File: src/rtl/q2_pkg.sv
// q2_pkg: shared op encodings, sequencer states and default width for the Q2 datapath
package q2_pkg;

   localparam int Q2_WIDTH = 12;

   localparam logic [1:0] Q2_OP_LOAD = 2'b00;
   localparam logic [1:0] Q2_OP_NOR  = 2'b01;
   localparam logic [1:0] Q2_OP_ADD  = 2'b10;
   localparam logic [1:0] Q2_OP_SHR  = 2'b11;

   typedef enum logic [1:0] {
      Q2_IDLE = 2'b00,
      Q2_RUN  = 2'b01,
      Q2_DONE = 2'b10
   } q2_state_e;

endpackage

File: src/rtl/q2_alu.sv
// q2_alu: single-bit combinational ALU slice; the flag carries add carry, zero-detect or passthrough
module q2_alu (
   input  logic a0,
   input  logic x0,
   input  logic x1,
   input  logic f,
   input  logic o1,
   input  logic o0,
   output logic alu_out,
   output logic alu_cout
);

   // load/nor keep F as a running "all result bits zero" flag; shift leaves F untouched
   assign alu_out  = o1 ? (o0 ? x1 : a0 ^ x0 ^ f) : (o0 ? ~(a0 | x0) : x0);
   assign alu_cout = o1 ? (o0 ? f : (a0 & x0) | (f & (a0 ^ x0))) : (f & ~alu_out);

endmodule

File: src/rtl/q2_alu_seq.sv
// q2_alu_seq: bit-serial sequencer feeding q2_alu LSB-first and returning a WIDTH-bit result
module q2_alu_seq
   import q2_pkg::*;
#(
   parameter int WIDTH = Q2_WIDTH
) (
   input  logic             clk,
   input  logic             rst_n,
   input  logic             start,
   input  logic [1:0]       op,
   input  logic [WIDTH-1:0] a_in,
   input  logic [WIDTH-1:0] x_in,
   input  logic             f_in,
   output logic             busy,
   output logic             done,
   output logic [WIDTH-1:0] a_out,
   output logic             f_out
);

   localparam int CW = $clog2(WIDTH) + 1;

   q2_state_e        state_q, state_d;
   logic [WIDTH-1:0] a_q, a_d, x_q, x_d;
   logic             f_q, f_d;
   logic [1:0]       op_q, op_d;
   logic [CW-1:0]    cnt_q, cnt_d;
   logic             alu_out, alu_cout, last, load;

   assign last  = cnt_q == CW'(WIDTH - 1);
   assign load  = start && state_q != Q2_RUN;
   assign a_out = a_q;
   assign f_out = f_q;

   // x1 is forced low on the final step so a shift brings in a zero MSB
   q2_alu u_alu (
      .a0       (a_q[0]),
      .x0       (x_q[0]),
      .x1       (last ? 1'b0 : x_q[1]),
      .f        (f_q),
      .o1       (op_q[1]),
      .o0       (op_q[0]),
      .alu_out  (alu_out),
      .alu_cout (alu_cout)
   );

   // state register
   always_ff @(posedge clk or negedge rst_n) begin
      if (!rst_n) state_q <= Q2_IDLE;
      else        state_q <= state_d;
   end

   // next state: a load wins from IDLE or DONE, RUN leaves after the last bit
   always_comb begin
      state_d = load ? Q2_RUN : (state_q == Q2_RUN ? (last ? Q2_DONE : Q2_RUN) : Q2_IDLE);
   end

   // handshake outputs decoded from state
   always_comb begin
      busy = state_q == Q2_RUN;
      done = state_q == Q2_DONE;
   end

   // datapath next: load operands, or shift one result bit in per RUN cycle
   always_comb begin
      a_d   = a_q;
      x_d   = x_q;
      f_d   = f_q;
      op_d  = op_q;
      cnt_d = cnt_q;
      if (load) begin
         a_d   = a_in;
         x_d   = x_in;
         op_d  = op;
         cnt_d = '0;
         f_d   = op[1] ? f_in : 1'b1;
      end else if (state_q == Q2_RUN) begin
         a_d   = {alu_out, a_q[WIDTH-1:1]};
         x_d   = {1'b0, x_q[WIDTH-1:1]};
         f_d   = alu_cout;
         cnt_d = cnt_q + CW'(1);
      end
   end

   // datapath registers
   always_ff @(posedge clk or negedge rst_n) begin
      if (!rst_n) begin
         a_q   <= '0;
         x_q   <= '0;
         f_q   <= 1'b0;
         op_q  <= Q2_OP_LOAD;
         cnt_q <= '0;
      end else begin
         a_q   <= a_d;
         x_q   <= x_d;
         f_q   <= f_d;
         op_q  <= op_d;
         cnt_q <= cnt_d;
      end
   end

endmodule

File: config.mk
export PLATFORM = sky130hd
export DESIGN_NAME = q2_alu_seq
export DESIGN_NICKNAME = d
export VERILOG_FILES = /design/src/rtl/q2_pkg.sv /design/src/rtl/q2_alu.sv /design/src/rtl/q2_alu_seq.sv
export SDC_FILE = /design/constraint.sdc
export NUM_CORES = 1
export LEC_CHECK = 0
export CAP_MARGIN = 15
export CORE_ASPECT_RATIO = 0.6
export CORE_MARGIN = 8
export CORE_UTILIZATION = 52
export CTS_CLUSTER_SIZE = 30
export DETAILED_ROUTE_END_ITERATION = 8
export HOLD_SLACK_MARGIN = 0.08
export PLACE_DENSITY = 0.91
export SLEW_MARGIN = 10
export SYNTH_ARGS = -nofsm -noshare
export SYNTH_HDL_FRONTEND = slang
export SYNTH_SLANG_ARGS = --single-unit
File: constraint.sdc
create_clock -name clk -period 2.5 [get_ports clk]
set_clock_uncertainty 0.15 [all_clocks]
set_input_delay 0.25 -clock clk [delete_from_list [all_inputs] [get_ports clk]]
set_output_delay 0.25 -clock clk [all_outputs]
set_load 0.02 [all_outputs]
# Yosys cells after proc, flatten, opt, wreduce, memory -nomap -nowiden
# Index checks and enable logic that the tools add are counted.
# word_totals
regBits,34
in_bits,30
# classes
mux,18
reduce_logical,3
eq_ne,5
add_sub_neg,1
n_bitwise,9
# ops
cell,n
$mux W12,4
$mux W5,2
$mux W1,9
$mux W2,3
$add A5 B1 Y5 const B,1
$eq A5 B4 Y1 const B,1
$and A1 B1 Y1,3
$ne A3 B2 Y1 const B,1
$eq A2 B1 Y1 const B,1
$eq A2 B2 Y1 const B,1
$ne A2 B1 Y1 const B,1
$not A1 Y1,2
$or A1 B1 Y1,2
$reduce_and A2 Y1,1
$reduce_bool A2 Y1,1
$xor A1 B1 Y1,2
$logic_and A1 B1 Y1,1

# Depth between registers and ports, before layout
# logic_depth
ltp_word,9
depth_mapped,7
mapped_depth_nobuf,5

# Hierarchy
# Synthesis repeated with hierarchy kept, for this count alone.
# hier_totals
hier_cells,156
area_unflattened_um2,1717.9
# modules_own_cells
mod,seq_area_each_um2,area_per_inst_um2,cells_each,n_inst
q2_alu_seq,850.8,1611.5,146,1
q2_alu,0.0,106.4,10,1

# Least setup slack after synthesis
# OpenSTA, ideal clock, no wires.
# synth_timing
kind,reg2reg
startpoint,"reg f_q, in the netlist f_out"
endpoint,"reg a_q[11], in the netlist a_out[11]"
arrival_ns,1.405
synth_period_minus_slack_ns,1.637
setup_slack_ns,0.863
stages_incl_launch_ff,5
path_buffers,0
path_cell_list,dfrtp_1 fa_1 inv_1 o221a_2 o22ai_1
# synth_via
elab_chain_cells,5
# synth_lines
item,line_no,source
"start, declared",q2_alu_seq.sv:24,"logic f_q, f_d;"
"start signal, assigned",q2_alu_seq.sv:89,f_q <= 1'b0;
"start signal, assigned",q2_alu_seq.sv:95,f_q <= f_d;
$xor A1 B1 Y1,q2_alu.sv:14,assign alu_out = o1 ? (o0 ? x1 : a0 ^ x0 ^ f) : (o0 ? ~(a0 | x0) : x0);
$mux W1 (2 in a row),q2_alu.sv:14,
$mux W12,q2_alu_seq.sv:76,end else if (state_q == Q2_RUN) begin
$mux W12,q2_alu_seq.sv:70,if (load) begin
"end signal, assigned",q2_alu_seq.sv:87,a_q <= '0;
"end signal, assigned",q2_alu_seq.sv:93,a_q <= a_d;
"end, declared",q2_alu_seq.sv:23,"logic [WIDTH-1:0] a_q, a_d, x_q, x_d;"
# No other way between the ends. The select of a mux whose other input is x is not followed.
# A chain may end at the register's enable or synchronous reset.

# Final worst setup path
# layout_timing
startpoint,reg state_q[1]
endpoint,out busy
# layout_via
elab_chain_cells,1
# layout_lines
item,line_no,source
"start, declared",q2_alu_seq.sv:22,"q2_state_e state_q, state_d;"
"start signal, assigned",q2_alu_seq.sv:49,else state_q <= state_d;
$eq A2 B1 Y1,q2_alu_seq.sv:59,busy = state_q == Q2_RUN;
"end, declared",q2_alu_seq.sv:14,"output logic busy,"
# No other way between the ends.

==> flow_metrics.env <==
export IMPL_diodes=0
export IMPL_crit_required_ns=2.10
export IMPL_firstDrtPassIters=4
export IMPL_maxCapViolCount=0
export IMPL_cts_path_max_buffers=2
export IMPL_postSynth_asyncResetShare=1.000
export IMPL_cp_arrival_ns=1.68
export IMPL_drc=0
export IMPL_antenna_found_initial=0
export IMPL_htree_num_levels=2
export IMPL_synth_area_per_cell_um2=10.58
export IMPL_port_buffer_count=44
export IMPL_final_max_slew_viol_count=0
export IMPL_grt_pass1_wl_mm=6.299
export IMPL_wl_per_cell_um=15.15
export IMPL_grt_pass1_vias=1324
export IMPL_layout_area_overhead_vs_synth_pct=31.50
export IMPL_cts_root_buf="clkbuf_8"
export IMPL_drtIter0Drc=73
export IMPL_tightest_slew_ns=0.5568
export IMPL_synth_edff_count=0
export IMPL_relSlewSlack=0.6288
export IMPL_power_frac_seq=0.387
export IMPL_hold_ws_ns=0.2257
export IMPL_dieArea_um2=5425
export IMPL_via_per_inst=5.160
export IMPL_cts_sinks=34
export IMPL_dr_total_vias=1290
export IMPL_fin_crit_sh=0.8329
export IMPL_nFillCells=231
export IMPL_yosys_area_share_simple=0.1043
export IMPL_die_y_um=60.35
export IMPL_grt_ovfl_total=0
export IMPL_p_sw_mw=1.004
export IMPL_dp_hpwl_mm=2.803
export IMPL_synth_cells=161
export IMPL_max_clock_freq_mhz=480.3
export IMPL_synth_warnings=0
export IMPL_peakVddDrop_v=0.0006892
export IMPL_die_w_um=89.91
export IMPL_r2r_start="state_q[1]$_DFF_PN0_"
export IMPL_path_class="flip-flop to output port"
export IMPL_power_per_cell_area_nw_per_um2=1145
export IMPL_rows=16
export IMPL_r2r_slack_ns=0.57
export IMPL_drive_gt1_frac=0.09268
export IMPL_synth_compound_area_frac=0.1160
export IMPL_synth_top_family_by_area="multiplexers"
export IMPL_synth_mux_area_frac=0.1909
export IMPL_utilization=0.6996
export IMPL_ioPinCount=45
export IMPL_switching_share=0.3914
export IMPL_floorplan_initialDensity=0.5320
export IMPL_power_share_clock=0.158
export IMPL_synth_nets=194
export IMPL_power_leakage_nw=1.034
export IMPL_ys_top_cells_by_count="dfrtp_1 (34), nand2_1 (28), mux2i_1 (25)"
export IMPL_postCtsHoldBufs=0
export IMPL_yosys_register_bits=34
export IMPL_status="completed"
export IMPL_fin_crit_ns=2.082
export IMPL_yosysTopAreaCell="dfrtp_1"
export IMPL_routed_wl_mm=3.787
export IMPL_synth_most_common_cell="dfrtp_1"
export IMPL_ys_top_cells_by_area="dfrtp_1 (50%), mux2i_1 (15%), nand2_1 (6.2%)"
export IMPL_cts_resized=0
export IMPL_syn_area_um2=1704
export IMPL_design_area_um2=2241
export IMPL_postCtsSetupBuffers=0
export IMPL_synth_main_ff_cell="dfrtp_1"
export IMPL_cts_tree="built"
export IMPL_cp_max_fo=8
export IMPL_coreArea_um2=3203
export IMPL_r2r_end="f_out$_DFFE_PN0P_"
export IMPL_fin_ws_ns=0.4178
export IMPL_hold_viol=0
export IMPL_start_kind="flip-flop"
export IMPL_end_kind="output port"
export IMPL_rr_worst_depth=5
export IMPL_tns_ns=0
export IMPL_post_place_ws_ns=0.6208
export IMPL_fin_nets=237
export IMPL_path_clk_slew_ns=0.06
export IMPL_grt_total_usage=0.1435
export IMPL_synth_xor_area_frac=0.005140
export IMPL_placed_cell_area_um2=2150
export IMPL_clk_latency_ns=0.28
export IMPL_synth_top_area_share=0.4993
export IMPL_setup_viol=0
export IMPL_numCtsBuffers=5
export IMPL_internal_power_mw=1.561
export IMPL_combPwrFrac=0.454
export IMPL_gp_congestion=0.7995
export IMPL_ys_seq_area_frac=0.4993
export IMPL_grt_max_degree=57
export IMPL_hp_class="primary input to async pin"
export IMPL_rsz0062_at_grt="false"
export IMPL_synth_distinct_cells=30
export IMPL_synthAdderAreaFrac=0.02643
export IMPL_ant_nets=0
worst max-delay path by stage:
stage | end | slack [ns] | startpoint
6_report | busy | 0.42 | state_q[1]$_DFF_PN0_
4_1_cts | busy | 0.42 | state_q[1]$_DFF_PN0_
3_5_place_dp | f_out$_DFFE_PN0P_ | 0.62 | state_q[1]$_DFF_PN0_
3_3_place_gp | cnt_q[2]$_DFFE_PN0P_ | 0.69 | state_q[1]$_DFF_PN0_
2_1_floorplan | a_out[11]$_DFFE_PN0P_ | 0.86 | f_out$_DFFE_PN0P_
5_1_grt | busy | 0.33 | state_q[1]$_DFF_PN0_
power groups by stage:
stage | clock [mW] | combinational (mW) | sequential [mW]
floorplan | 0 | 0.709 | 1.06
global placement | 0 | 1.12 | 0.980
detailed placement | 0 | 1.17 | 0.997
CTS | 0.419 | 1.18 | 0.991
global route | 0.441 | 1.30 | 1.02
finish | 0.406 | 1.17 | 0.993
final cells by class:
cell class | count | area [µm²] | share of cell area
flip-flops and latches | 34 | 850.8 | 0.3797
inverters | 8 | 30.03 | 0.01340
well taps | 45 | 56.30 | 0.02513
clock inverters | 1 | 5.005 | 0.002233
repair buffers | 47 | 457.9 | 0.2044
clock buffers | 7 | 86.33 | 0.03853
multi-input cells | 108 | 754.5 | 0.3367
through the flow:
stage | total power, mW | std cells
after floorplan | 1.769 | 161
after global placement | 2.096 | 242
after detailed placement | 2.171 | 242
after CTS | 2.589 | 250
after global routing | 2.761 | 250
final | 2.565 | 250
critical path: stages (launching register included):
cell and delay, ns:
dfrtp_1 0.38, nand2b_1 0.29, inv_2 0.12, clkdlybuf4s50_1 0.62
cells in the final DEF, fill, tap and decap left out:
cell,n
fa_1,1
o21ai_0,21
o22ai_1,3
clkbuf_8,6
nand3_1,4
nor4bb_1,1
o221a_2,1
clkdlybuf4s50_1,43
mux2_2,2
buf_2,1
ha_1,2
nor2_1,1
dfrtp_1,34
inv_1,7
o21ai_1,5
nand2_1,28
and2_1,1
a211o_1,1
a2111oi_2,1
nand2b_1,2
mux2i_4,1
a21oi_1,1
buf_4,3
o32ai_1,1
clkinv_2,1
nor2b_1,2
xor2_1,1
clkbuf_1,1
mux2i_1,25
inv_2,1
nand3b_1,1
mux2_4,2
sequential cells by signal (all words and copies together), names as in the netlist:
register / cells
f_out: 1
a_out: 12
cnt_q: 5
op_q: 2
x_q: 12
state_q: 2
routing by layer:
metal  track usage  vias to the layer above  share of wire
li1              -                      637              -
met1        0.1824                      607           0.50
met2        0.2292                       41           0.43
met3       0.04568                        5          0.057
met4       0.05164                        0         0.0071
met5             0                        -              0
cells by family (layout without fill, tap and decap cells):
logic type	after synthesis	after routing
simple gates	40	40
compound gates	34	34
fa+ha+maj	3	3
buf+inv	19	63
mux	30	30
flops	34	34
xor+xnor	1	1
(Power assumes the default switching activity.)
